==> src/rtl/seven_segment_scanner.sv <==
// Time-multiplexed hex driver for NUM_DIGITS common-anode seven-segment digits on one segment bus.
// Optional feature: define LEADING_ZERO_BLANK_EN to suppress leading zero digits of the committed frame.
module seven_segment_scanner #(
    parameter int NUM_DIGITS  = 4,
    parameter int REFRESH_DIV = 16,
    parameter bit ANODE_ACT   = 1'b0
) (
    input  logic                    clock_in,
    input  logic                    reset,
    input  logic [4*NUM_DIGITS-1:0] value,
    input  logic                    load,
    input  logic [NUM_DIGITS-1:0]   digit_enable,
    output logic [0:6]              segment,
    output logic [NUM_DIGITS-1:0]   anode,
    output logic                    frame_start
);

    localparam int PW = $clog2(REFRESH_DIV);
    localparam int IW = (NUM_DIGITS > 1) ? $clog2(NUM_DIGITS) : 1;
    localparam logic [0:6] SEG_OFF = 7'h7F;

    logic [PW-1:0]           prescaler;
    logic [IW-1:0]           digit_idx;
    logic                    blank_phase;
    logic [4*NUM_DIGITS-1:0] pending;
    logic [4*NUM_DIGITS-1:0] display;

    logic                    tick;
    logic                    last_digit;
    logic                    commit;
    logic [3:0]              cur_nibble;
    logic                    cur_enable;
    logic                    lz_blank;
    logic                    show;
    logic [0:6]              segment_next;
    logic [NUM_DIGITS-1:0]   anode_next;

    // Segment patterns are {A..G}, active-low.
    function automatic logic [0:6] hex_decode(input logic [3:0] nib);
        case (nib)
            4'h0: hex_decode = 7'h01;
            4'h1: hex_decode = 7'h4F;
            4'h2: hex_decode = 7'h12;
            4'h3: hex_decode = 7'h06;
            4'h4: hex_decode = 7'h4C;
            4'h5: hex_decode = 7'h24;
            4'h6: hex_decode = 7'h20;
            4'h7: hex_decode = 7'h0F;
            4'h8: hex_decode = 7'h00;
            4'h9: hex_decode = 7'h04;
            4'hA: hex_decode = 7'h08;
            4'hB: hex_decode = 7'h60;
            4'hC: hex_decode = 7'h31;
            4'hD: hex_decode = 7'h42;
            4'hE: hex_decode = 7'h30;
            4'hF: hex_decode = 7'h38;
        endcase
    endfunction

    assign tick       = (prescaler == PW'(REFRESH_DIV - 1));
    assign last_digit = (digit_idx == IW'(NUM_DIGITS - 1));
    assign commit     = tick && last_digit;

    // NOTE: every variable gets a default before any branch, so no latch is inferred.
    always_comb begin
        cur_nibble = 4'h0;
        cur_enable = 1'b0;
        lz_blank   = 1'b0;
        for (int k = 0; k < NUM_DIGITS; k++) begin
            if (digit_idx == IW'(k)) begin
                cur_nibble = display[4*k +: 4];
                cur_enable = digit_enable[k];
`ifdef LEADING_ZERO_BLANK_EN
                lz_blank   = (k != 0) && ((display >> (4*k)) == '0);
`endif
            end
        end
        show         = !blank_phase && cur_enable && !lz_blank;
        segment_next = show ? hex_decode(cur_nibble) : SEG_OFF;
        for (int k = 0; k < NUM_DIGITS; k++) begin
            anode_next[k] = (show && digit_idx == IW'(k)) ? ANODE_ACT : ~ANODE_ACT;
        end
    end

    // NOTE: sequential state uses non-blocking assignments so every register samples pre-edge values.
    always_ff @(posedge clock_in or posedge reset) begin
        if (reset) begin
            prescaler   <= '0;
            digit_idx   <= '0;
            blank_phase <= 1'b1;
            pending     <= '0;
            display     <= '0;
            segment     <= SEG_OFF;
            anode       <= {NUM_DIGITS{~ANODE_ACT}};
            frame_start <= 1'b0;
        end else begin
            prescaler   <= tick ? '0 : prescaler + PW'(1);
            blank_phase <= tick;
            if (tick) begin
                digit_idx <= last_digit ? '0 : digit_idx + IW'(1);
            end
            if (load) begin
                pending <= value;
            end
            // A load on the commit edge bypasses straight to the display.
            if (commit) begin
                display <= load ? value : pending;
            end
            segment     <= segment_next;
            anode       <= anode_next;
            frame_start <= commit;
        end
    end

endmodule

==> config.mk <==
export PLATFORM = sky130hd
export DESIGN_NAME = seven_segment_scanner
export DESIGN_NICKNAME = d
export VERILOG_FILES = /design/src/rtl/seven_segment_scanner.sv
export SDC_FILE = /design/constraint.sdc
export NUM_CORES = 1
export LEC_CHECK = 0
export BUFFER_PORTS_ARGS = -buffer_cell sky130_fd_sc_hd__buf_2
export CAP_MARGIN = 20
export CORE_MARGIN = 2
export CORE_UTILIZATION = 42
export CTS_CLUSTER_DIAMETER = 100
export DETAILED_ROUTE_END_ITERATION = 7
export PLACE_DENSITY_LB_ADDON = 0.2
export SLEW_MARGIN = 0
export SYNTH_ARGS = -nofsm -noshare
export SYNTH_HDL_FRONTEND = slang
export SYNTH_SLANG_ARGS = --single-unit
==> constraint.sdc <==
create_clock -name clock_in -period 2.3 [get_ports clock_in]
set_input_delay 0.23 -clock clock_in [delete_from_list [all_inputs] [get_ports clock_in]]
set_output_delay 0.23 -clock clock_in [all_outputs]
set_load 0.01 [all_outputs]
==> flow_metrics.py <==
metrics = {
    "timing": {
        "hold_viol_final": 0,
        "fmax_mhz": 477,
        "maxSlewHeadroom": 0.709,
        "worst_pin_slew_ns": 0.437,
        "clock_skew_ns": 0.0134,
        "tns_ns": 0,
        "drv_slew": 0,
        "setup_viol": 0,
        "post-route-period-util": 0.911,
        "min_period_ns": 2.10,
        "rsz0062_at_grt": "false",
    },
    "clock_network": {
        "clockBufferDepth": 2,
        "htreeDepth": 2,
        "clk_pin_slew_ns": 0.09,
        "cts_tree": "built",
        "numClockSinks": 51,
        "numCtsBuffers": 5,
        "clk_latency_ns": 0.31,
        "cts-root-buf": "clkbuf_8",
    },
    "routing": {
        "vias_per_cell": 4.88,
        "drtAntennaViolNets": 0,
        "vias": 1444,
        "wl_per_cell_um": 13.6,
        "detail_route.drc_violations": 0,
        "wl_um": 4020,
        "dr.pass1.iters": 4,
        "drtIter0Drc": 69,
    },
    "critical_path": {
        "r2r_setup_slack_ns": 0.20,
        "crit_start": "digit_idx[0]",
        "arrival_ns": 2.31,
        "path_cells": "inv_1 > ha_1 > nor2_2 > o211ai_1 > o211ai_1 > inv_1 > ha_1 > nor2b_1 > a21oi_1 > o221ai_1",
        "path_buf_inv": 2,
        "cp_top_family": "adder cells",
        "critPathRequiredTime_ns": 2.51,
        "critPathCaptureType": "flip-flop",
        "slowest_stage": "dfrtp_1",
        "start_kind": "flip-flop",
        "timing.critical_path.slowest_cell_delay_ns": 0.39,
        "reg2reg_from": "digit_idx[0]",
        "crit_type": "flip-flop to flip-flop",
        "worstPathMaxFanout": 7,
    },
    "worst_hold_path": {
        "min_from": "digit_enable[3]",
        "min_path_type": "primary input to flip-flop",
    },
    "flow_run": {
        "drv_cap": 0,
    },
    "global_routing": {
        "grt_use_total": 0.143,
        "antenna_found_initial": 0,
        "grt-ovfl-total": 0,
        "grt_pass1_vias": 1475,
        "grt_max_degree": 32,
        "grt_pass1_wl_um": 6940,
    },
    "synth": {
        "syn_nets": 214,
        "ys.warnings.count": 0,
        "synthTopCellsByArea": "dfrtp_1 41%, dfstp_2 13%, mux2_2 13%",
        "ys_seq_area_frac": 0.549,
        "ys_types": 37,
        "synth_top_area_share": 0.415,
        "synth-seq-cells": 51,
        "syn_area_per_cell_um2": 13.1,
        "synth_area_leader_cell": "dfrtp_1",
        "synth_cells": 180,
        "syn-cell-area_mm2": 0.00235,
    },
    "finish": {
        "syn_to_final_growth_pct": 16.1,
        "mostFrequentLayoutCell": "dfrtp_1",
        "n_antenna_cell": 0,
        "final_cell_mix": "39 x dfrtp_1, 34 x buf_2, 28 x mux2_2",
        "layout.nets": 257,
        "drive_gt1_frac": 0.464,
    },
    "placed_design": {
        "place_hpwl_um": 2900,
        "place_congestion": 0.859,
        "io_buffers": 34,
    },
    "pwr": {
        "power-per-cell-area_mw_per_mm2": 601,
        "combPwrFrac": 0.095,
        "switching_share": 0.246,
        "leakage_nw": 1.23,
        "pwr-share-clk": 0.323,
        "p_sw_uw": 405,
        "vdd.ir_drop.worst_mv": 0.279,
        "p_seq_frac": 0.582,
        "total_power_mw": 1.64,
        "internal_power_mw": 1.24,
    },
    "floorplan": {
        "num_io_pins": 35,
        "fp.dieH_um": 78.9,
        "initial_core_util": 0.430,
        "core_mm2": 0.00547,
        "die_width_um": 78.9,
        "die-area_mm2": 0.00622,
        "rows": 27,
    },
    "outcome": {
        "status": "finished clean",
    },
}
power groups by stage:
stage / clock network [mW] / registers (mW) / logic (mW)
detailed placement: 0 / 0.974 / 0.156
CTS: 0.549 / 0.957 / 0.159
floorplan: 0 / 0.967 / 0.111
finish: 0.532 / 0.956 / 0.156
global route: 0.587 / 0.961 / 0.178
global placement: 0 / 0.973 / 0.156
metrics by stage:
stage | cells | utilization | setup WS [ns] | instance area, um2 | hold slack [ns]
after floorplan | 180 | - | 0.197 | 2350 | 0.383
after global placement | 287 | 0.479 | 0.114 | 2620 | 0.279
after detailed placement | 287 | 0.479 | 0.151 | 2620 | 0.278
after CTS | 296 | 0.498 | 0.111 | 2720 | 0.151
after global routing | 296 | 0.499 | 0.0322 | 2730 | 0.152
final | 296 | 0.499 | 0.204 | 2730 | 0.159
state kept, by name, indices dropped and copies added, names as in the netlist:
signal / count
display: 16
blank_phase: 1
digit_idx: 2
anode: 4
frame_start: 1
pending: 16
segment: 7
prescaler: 4
what timing repair did:
action	CTS	global route
hold buffers	1	0
endpoints found under the setup margin	0	6
buffers inserted	0	0
hold endpoints to repair	22	0
resized for setup	0	2
cells in the mapped netlist (all sizes together):
master	n
mux2i	2
buf	6
nand2b	3
nand2	18
nand3b	4
ha	11
o41ai	1
a31oi	2
xor2	1
and3b	1
nor2b	4
a211oi	1
mux2	32
o21ai	5
a32o	1
nand3	3
o221ai	4
a21oi	4
a311oi	2
nor2	3
dfrtp	39
o22ai	2
inv	11
a311o	1
clkbuf	1
o211ai	3
dfstp	12
nor3b	2
and3	1
cell families (layout without fill, tap and decap cells):
logic type / after synthesis / after routing / synth area share
XOR/XNOR: 1 / 1 / 0.00372
multiplexers: 34 / 34 / 0.162
AO/OA/AOI/OAI: 26 / 26 / 0.0909
flip-flops: 51 / 51 / 0.549
AND/OR/NAND/NOR: 39 / 39 / 0.0968
adder cells (fa/ha/maj): 11 / 11 / 0.0585
buffers and inverters: 18 / 62 / 0.0399
per-layer routing:
| metal | track usage | share of wire |
|---|---|---|
| met1 | 0.195 | 0.50 |
| met4 | 0.0466 | 0.013 |
| met3 | 0.0409 | 0.034 |
| met5 | 0 | 0 |
| met2 | 0.222 | 0.45 |
layout make-up:
| type | instances | area (um2) |
|---|---|---|
| fill | 509 | 2740 |
| sequential | 51 | 1290 |
| multi-input combinational | 111 | 977 |
| timing repair buffer | 43 | 240 |
| tap | 72 | 90.1 |
| clock buffer | 5 | 68.8 |
| inverter | 11 | 41.3 |
| clock inverter | 3 | 23.8 |
path summary, 6_finish.rpt:
kind,to,cells after the start
max,segment[6],10
max in group asynchronous,digit_idx[1],4
min in group asynchronous,pending[4],4
min,anode[3],2
min reg2reg,prescaler[3],1
max reg2reg,segment[6],10
worst reg2reg max path, stage by stage, from the launching register on:
cell,delay (ns)
dfrtp_1,0.39
inv_1,0.09
ha_1,0.28
nor2_2,0.20
o211ai_1,0.13
o211ai_1,0.14
inv_1,0.12
ha_1,0.25
nor2b_1,0.15
a21oi_1,0.12
o221ai_1,0.14
Note: power is estimated with default switching activity, not from simulation.
